--- src/rtl/run_monitor_pkg.sv ---
// Shared types for the run monitor: FSM states and terminal status codes.
package run_monitor_pkg;

  typedef enum logic [1:0] {
    ST_RESET = 2'd0,
    ST_HOLD  = 2'd1,
    ST_RUN   = 2'd2,
    ST_DONE  = 2'd3
  } state_e;

  typedef enum logic [1:0] {
    STAT_NONE    = 2'd0,
    STAT_HALT    = 2'd1,
    STAT_TIMEOUT = 2'd2,
    STAT_STALL   = 2'd3
  } status_e;

endpackage : run_monitor_pkg

--- src/rtl/sat_counter.sv ---
// Up-counter that sticks at all-ones instead of wrapping; clr wins over inc.
module sat_counter #(
  parameter int W = 8
) (
  input  logic         clk,
  input  logic         rst,
  input  logic         clr,
  input  logic         inc,
  output logic [W-1:0] value
);

  logic [W-1:0] r_value;

  // Count up on inc, hold at all-ones, clear on reset or clr.
  always_ff @(posedge clk) begin
    // NOTE: sequential state uses non-blocking (<=) so every register samples
    // pre-edge values; blocking here would create order-dependent races.
    if (rst || clr) begin
      r_value <= '0;
    end else if (inc && (r_value != {W{1'b1}})) begin
      r_value <= r_value + 1'b1;
    end
  end

  assign value = r_value;

endmodule : sat_counter

--- src/rtl/run_monitor.sv ---
// Simulation run monitor: holds the core in reset after rst, counts RUN
// cycles and retirements, and ends the run on halt, cycle budget or stall.
module run_monitor
  import run_monitor_pkg::*;
#(
  parameter int HOLD_CYCLES = 4,
  parameter int MAX_CYCLES  = 100000,
  parameter int STALL_LIMIT = 1000,
  parameter int CNT_W       = 32,
  parameter int CODE_W      = 8
) (
  input  logic              clk,
  input  logic              rst,
  input  logic              retire_i,
  input  logic              halt_i,
  input  logic [CODE_W-1:0] halt_code_i,
  input  logic              ack_i,
  output logic              core_rst_o,
  output logic              running_o,
  output logic              done_o,
  output logic [1:0]        status_o,
  output logic [CODE_W-1:0] exit_code_o,
  output logic [CNT_W-1:0]  cycle_count_o,
  output logic [CNT_W-1:0]  retire_count_o
);

  localparam int STALL_W = $clog2(STALL_LIMIT + 1);

  state_e              r_state;
  state_e              w_state_nxt;
  status_e             r_status;
  status_e             w_status_nxt;
  logic [CODE_W-1:0]   r_exit_code;
  logic [CODE_W-1:0]   w_exit_code_nxt;
  logic [7:0]          r_hold_cnt;
  logic                r_core_rst;
  logic                r_running;
  logic                r_done;

  logic                w_in_run;
  logic                w_cnt_clr;
  logic                w_cycle_last;
  logic                w_stall_last;
  logic [CNT_W-1:0]    w_cycle_cnt;
  logic [CNT_W-1:0]    w_retire_cnt;
  logic [STALL_W-1:0]  w_stall_cnt;

  assign w_in_run  = (r_state == ST_RUN);
  // RESET always exits to HOLD, so clearing during RESET is the HOLD-entry clear.
  assign w_cnt_clr = (r_state == ST_RESET);

  // Wide compares so a limit larger than the counter can never alias.
  assign w_cycle_last = (64'(w_cycle_cnt) == 64'(MAX_CYCLES - 1));
  assign w_stall_last = (64'(w_stall_cnt) == 64'(STALL_LIMIT - 1));

  sat_counter #(.W(CNT_W)) u_cycle_cnt (
    .clk   (clk),
    .rst   (rst),
    .clr   (w_cnt_clr),
    .inc   (w_in_run),
    .value (w_cycle_cnt)
  );

  sat_counter #(.W(CNT_W)) u_retire_cnt (
    .clk   (clk),
    .rst   (rst),
    .clr   (w_cnt_clr),
    .inc   (w_in_run && retire_i),
    .value (w_retire_cnt)
  );

  sat_counter #(.W(STALL_W)) u_stall_cnt (
    .clk   (clk),
    .rst   (rst),
    .clr   (w_cnt_clr || (w_in_run && retire_i)),
    .inc   (w_in_run && !retire_i),
    .value (w_stall_cnt)
  );

  // Next-state, status and exit-code selection; RUN exits by priority.
  always_comb begin
    // NOTE: every variable gets a default first so no path infers a latch.
    w_state_nxt     = r_state;
    w_status_nxt    = r_status;
    w_exit_code_nxt = r_exit_code;
    unique case (r_state)
      ST_RESET: begin
        w_state_nxt     = ST_HOLD;
        w_status_nxt    = STAT_NONE;
        w_exit_code_nxt = '0;
      end
      ST_HOLD: begin
        if (r_hold_cnt == 8'(HOLD_CYCLES - 1)) w_state_nxt = ST_RUN;
      end
      ST_RUN: begin
        if (halt_i) begin
          w_state_nxt     = ST_DONE;
          w_status_nxt    = STAT_HALT;
          w_exit_code_nxt = halt_code_i;
        end else if (w_cycle_last) begin
          w_state_nxt  = ST_DONE;
          w_status_nxt = STAT_TIMEOUT;
        end else if (w_stall_last && !retire_i) begin
          w_state_nxt  = ST_DONE;
          w_status_nxt = STAT_STALL;
        end
      end
      ST_DONE: begin
        if (ack_i) w_state_nxt = ST_RESET;
      end
      default: w_state_nxt = ST_RESET;
    endcase
  end

  // State and registered outputs; outputs decode the next state so they
  // change on the same edge as the state itself.
  always_ff @(posedge clk) begin
    if (rst) begin
      r_state     <= ST_RESET;
      r_status    <= STAT_NONE;
      r_exit_code <= '0;
      r_hold_cnt  <= '0;
      r_core_rst  <= 1'b1;
      r_running   <= 1'b0;
      r_done      <= 1'b0;
    end else begin
      r_state     <= w_state_nxt;
      r_status    <= w_status_nxt;
      r_exit_code <= w_exit_code_nxt;
      r_hold_cnt  <= (r_state == ST_HOLD) ? r_hold_cnt + 8'd1 : 8'd0;
      r_core_rst  <= (w_state_nxt != ST_RUN);
      r_running   <= (w_state_nxt == ST_RUN);
      r_done      <= (w_state_nxt == ST_DONE);
    end
  end

  assign core_rst_o     = r_core_rst;
  assign running_o      = r_running;
  assign done_o         = r_done;
  assign status_o       = r_status;
  assign exit_code_o    = r_exit_code;
  assign cycle_count_o  = w_cycle_cnt;
  assign retire_count_o = w_retire_cnt;

endmodule : run_monitor

--- config.mk ---
export PLATFORM = sky130hd
export DESIGN_NAME = run_monitor
export DESIGN_NICKNAME = d
export VERILOG_FILES = /design/src/rtl/run_monitor_pkg.sv /design/src/rtl/sat_counter.sv /design/src/rtl/run_monitor.sv
export SDC_FILE = /design/constraint.sdc
export NUM_CORES = 1
export LEC_CHECK = 0
export CAP_MARGIN = 40
export CELL_PAD_IN_SITES_DETAIL_PLACEMENT = 0
export CELL_PAD_IN_SITES_GLOBAL_PLACEMENT = 1
export CORE_ASPECT_RATIO = 0.75
export CORE_MARGIN = 1
export CORE_UTILIZATION = 45
export DETAILED_ROUTE_END_ITERATION = 7
export DONT_BUFFER_PORTS = 1
export PLACE_DENSITY = 0.74
export SLEW_MARGIN = 40
export SYNTH_ARGS = -nofsm -noshare
export SYNTH_HDL_FRONTEND = slang
export SYNTH_SLANG_ARGS = --single-unit
--- constraint.sdc ---
create_clock -name clk -period 3 [get_ports clk]
set_input_delay 0 -clock clk [delete_from_list [all_inputs] [get_ports clk]]
set_output_delay 0 -clock clk [all_outputs]
set_load 0.01 [all_outputs]
Yosys cells after proc, flatten, opt, wreduce, memory -nomap -nowiden:

Index checks and enable logic that the tools add are counted.

* add/subtract/negate cells: 4
* eq/ne operators: 14
* multiplexer cells: 12
* bitwise operators: 1
* reduce and logical (&&, ||, !) cells: 15

Operators with widths (count)
* $add A32 B1 Y32 const B: 2
* $ne A32 B32 Y1 const B: 2
* $eq A32 B17 Y1 const B: 1
* $mux W2: 8
* $pmux W8 S2: 1
* $add A10 B1 Y10 const B: 1
* $eq A10 B10 Y1 const B: 1
* $ne A10 B10 Y1 const B: 1
* $add A8 B1 Y8 const B: 1
* $eq A2 B2 Y1 const B: 4
* $eq A8 B2 Y1 const B: 1
* $mux W8: 1
* $pmux W2 S4: 1
* $logic_and A1 B1 Y1: 6
* $ne A2 B2 Y1 const B: 2
* $ne A4 B4 Y1 const B: 1
* $pmux W2 S2: 1
* $reduce_and A2 Y1: 2
* $logic_or A1 B1 Y1: 3
* $eq A2 B1 Y1 const B: 1
* $logic_not A2 Y1: 1
* $reduce_bool A2 Y1: 1
* $reduce_or A2 Y1: 1
* $logic_not A1 Y1: 1
* $not A1 Y1: 1

* register bits after elaboration: 97
* input port bits: 13
* logic and storage cells: 56

Logic depth before layout (Yosys ltp):

* word-level depth: 7
* mapped depth: 9
* depth with buffers taken out: 6

Cells and area by module:

A second synthesis with hierarchy kept.

* cell total of the unflattened synthesis: 549
* area, all modules: 4921.0 um^2

Modules (own cells, without submodules)
* sat_counter (u_cycle_cnt ...): instances 2, cells an instance 189, area an instance 1681.6 um^2, sequential area each 640.6 um^2
* run_monitor: instances 1, cells an instance 114, area an instance 1061.0 um^2, sequential area each 460.4 um^2
* sat_counter (u_stall_cnt): instances 1, cells an instance 57, area an instance 496.7 um^2, sequential area each 200.2 um^2

Worst setup path after synthesis:

No wires, ideal clock.

* path kind: reg-to-reg
* start point: register u_cycle_cnt.r_value[0], in the netlist u_cycle_cnt.value[0]
* end point: register u_cycle_cnt.r_value[17], in the netlist u_cycle_cnt.value[17]
* library setup time: 70 ps
* arrival time: 2141 ps
* required time: 2930 ps
* slack: 788 ps
* stages on the path, launching flop included: 10
* path buffers: 3
* path through: dfxtp_1 > ha_1 > nand4_1 > or4_1 > buf_2 > o21ai_4 > buf_4 > buf_6 > o31ai_1 > a21oi_1

* word-level cells in the longest chain between the ends: 2
* elaborated cells on any way between the ends: 3
* classes of those cells: add/sub (1); eq/ne (1); reduce/logical (1)

RTL lines
* from (decl): line sat_counter.sv:12 `logic [W-1:0] r_value;`
* from (signal assigned): line sat_counter.sv:21 `r_value <= r_value + 1'b1;`
* branches (longest 2 deep; another with $add A32 B1 Y32)

Several ways; the timed one is not identified.
A chain may end at the register's enable or synchronous reset.

Worst setup path after layout:

Same ends and word-level chain as after synthesis.

==> impl_metrics.env <==
export IMPL_cts_inserted_buffers=9
export IMPL_ys_ff_latch=97
export IMPL_gp_congestion=0.805
export IMPL_status="complete, no violations"
export IMPL_pwr_density_cell_nw_per_um2=490
export IMPL_yosys_top_cells_area="dfxtp_1 41%, a21oi_1 5.3%, nand3_1 4.0%, or3_1 3.9%, nand2_1 3.7%"
export IMPL_post_dp_hpwl_microns=8710
export IMPL_fin_cells=720
export IMPL_path_class="reg2reg"
export IMPL_worstHoldEndpoint="u_retire_cnt.value[29]"
export IMPL_cp_num_buf_inv=0
export IMPL_end_kind="register"
export IMPL_cts_resized=0
export IMPL_final_max_slew_viol_count=0
export IMPL_synthFlopType="dfxtp_1"
export IMPL_synth_top_area_cell="dfxtp_1"
export IMPL_clock_root_buffer="clkbuf_16"
export IMPL_wl_per_cell_microns=17.3
export IMPL_tightest_slew_ps=752
export IMPL_synth_nets=589
export IMPL_synth_top_cells_by_count="97 x dfxtp_1, 50 x a21oi_1, 47 x nand2_1, 46 x nor2_1, 38 x nand3_1"
export IMPL_yosys_warnings=0
export IMPL_finalCriticalPeriod_ps=2520
export IMPL_io_pins=90
export IMPL_ys_seq_area_frac=0.408
export IMPL_crit_start="u_cycle_cnt.value[0]"
export IMPL_timing_rr_end="u_cycle_cnt.value[17]"
export IMPL_worstHoldPathCells=3
export IMPL_nets=596
export IMPL_grt_pass1_vias=4029
export IMPL_worst_ir_drop_vdd_mv=0.291
export IMPL_core_region_area_sq_um=10300
export IMPL_postLayoutCellArea_sq_um=5350
export IMPL_rsz0062_at_grt="no"
export IMPL_reg2reg_slack_ps=480
export IMPL_slew_headroom=0.495
export IMPL_area_growth_pct=12.2
export IMPL_synth_top_area_frac=0.408
export IMPL_crit_family="simple AND/OR/NAND/NOR gates"
export IMPL_startpoint_type="register"
export IMPL_min_path_type="in2reg"
export IMPL_drt_vias_per_instance=6.16
export IMPL_grt_pass1_wl_microns=20600
export IMPL_clock_sinks=97
export IMPL_grt_ovfl_total=0
export IMPL_timing_rr_start="u_cycle_cnt.value[0]"
export IMPL_p_leak_nw=1.67
export IMPL_crit_path_max_incr_delay_ps=720
export IMPL_first_iter_violations=386
export IMPL_start_util=0.463
export IMPL_min_from="rst"
export IMPL_io_buffers=0
export IMPL_grt_usage=0.236
export IMPL_crit_arrival_ps=2730
export IMPL_synth_edf_count=0
export IMPL_whs_ps=18.4
export IMPL_crit_chain="ha_1 -> nand4_1 -> or4_1 -> o21ai_4 -> or4_2 -> a21oi_1"
export IMPL_antenna_cells=0
export IMPL_routed_wl_microns=12500
export IMPL_fp_dieH_microns=91.1
export IMPL_max_freq_mhz=397
export IMPL_h_tree_depth=3
export IMPL_die_area_sq_um=11000
export IMPL_cp_max_fo=23
export IMPL_drc_errors=0
export IMPL_cp_required_ps=3210
export IMPL_setup_violations=0
export IMPL_clock_skew_final_ps=7.48
export IMPL_die_w_microns=121
export IMPL_drv_cap=0
export IMPL_grt_max_degree=24
export IMPL_crit_slowest_cell="or4_1"
export IMPL_grt_antenna_before_repair=0
export IMPL_place_inst=693
export IMPL_vias=4436
export IMPL_mappedNetlistArea_sq_um=4760
export IMPL_ys_async_sr_fraction=0
export IMPL_clk_path_buf_depth=2
export IMPL_ant_nets=0
export IMPL_clkTransAtPathRegs_ps=70
export IMPL_drive_gt1_frac=0.0736
export IMPL_placed_area_sq_um=4910
export IMPL_clk_latency_ps=350
export IMPL_yosysMostFrequentCell="dfxtp_1"
export IMPL_reg2reg_depth=6
export IMPL_first_pass_iters=5
export IMPL_yosysUniqueCellTypes=61
export IMPL_postSynthAreaPerCell_sq_um=8.33
export IMPL_floorplan_rows=32
export IMPL_timing_final_crit_share=0.839
export IMPL_finalSetupTns_ps=0
export IMPL_hold_viol=0
export IMPL_synthCells=572
export IMPL_cts_tree="done"
export IMPL_post_cts_buffers=0
==> power breakdown <==
part / internal, W / switching, W
clock: 0.000757 / 0.000511
sequential: 0.00129 / 0.00000540
combinational: 0.0000231 / 0.0000368
total: 0.00207 / 0.000554
==> state kept, by name, summed over array words and instances (netlist names) <==
register            count
core_rst_o              1
u_retire_cnt.value     32
done_o                  1
running_o               1
r_state                 2
r_hold_cnt              8
exit_code_o             8
u_stall_cnt.value      10
status_o                2
u_cycle_cnt.value      32
==> per-layer routing <==
metal	wire [microns]	part of all wire	global-route usage	vias to the layer above
met5	0	0	0	-
met4	94	0.0075	0.0597	0
met3	952	0.076	0.0823	8
met2	5220	0.42	0.338	148
met1	6200	0.50	0.332	2094
li1	-	-	-	2186
==> stage by stage <==
stage / power, W / setup WS, ps / utilization
4_1_cts: 0.00265 / 513 / 0.520
5_1_grt: 0.00271 / 345 / 0.520
6_report: 0.00262 / 482 / 0.520
2_1_floorplan: 0.00136 / 788 / -
3_5_place_dp: 0.00137 / 544 / 0.477
3_3_place_gp: 0.00136 / 549 / 0.474
==> tightest hold or removal path, delay by kind of cell <==
family | cells | cell delay, ps
buffers and inverters | 1 | 170
AO/OA/AOI/OAI | 1 | 110
AND/OR/NAND/NOR | 1 | 30
==> how the worst max path moves through the flow <==
stage	end	depth (start not counted)
after floorplan	u_cycle_cnt.value[17]	9
after global placement	u_cycle_cnt.value[17]	6
after detailed placement	u_cycle_cnt.value[17]	6
after CTS	u_cycle_cnt.value[17]	6
after global routing	u_cycle_cnt.value[11]	6
final	u_cycle_cnt.value[17]	6
==> cell usage in the layout, fill, tap and decap left out, types with 3 or more instances in the layout <==
cell,n
or4_1,18
inv_1,7
a31oi_1,7
buf_4,9
o211ai_1,3
or2_2,3
o31ai_1,16
and3_1,16
nand3_1,38
a22oi_1,8
dlygate4sd3_1,11
and2_1,3
nor4_1,14
a21oi_1,50
o21ai_0,23
or3_1,30
clkbuf_16,9
nor3_1,13
xnor2_1,13
ha_1,4
and4_1,5
a21o_1,4
dfxtp_1,97
o21ai_1,3
a211oi_1,3
nor2_1,46
xor2_1,11
nand4_1,26
nand2_1,47
==> cell type report <==
type / instances / area [sq um]
multi-input combinational: 443 / 2680
sequential: 97 / 1940
tap: 136 / 170
fill: 960 / 4940
clock inverter: 6 / 90.1
inverter: 7 / 26.3
timing repair buffer: 21 / 205
clock buffer: 10 / 239
==> what timing repair did <==
| item | CTS | global route |
|---|---|---|
| hold buffers | 11 | 0 |
| setup endpoints to repair | 0 | 0 |
| hold endpoints to repair | 27 | 0 |
==> cell families after synthesis <==
logic type,after synthesis,share of synthesized area
mux,2,0.00420
simple gates,280,0.327
xor+xnor,24,0.0441
fa+ha+maj,4,0.0105
flops,97,0.408
compound gates,133,0.175
buf+inv,32,0.0310
Note: power is estimated with default switching activity, not from simulation.
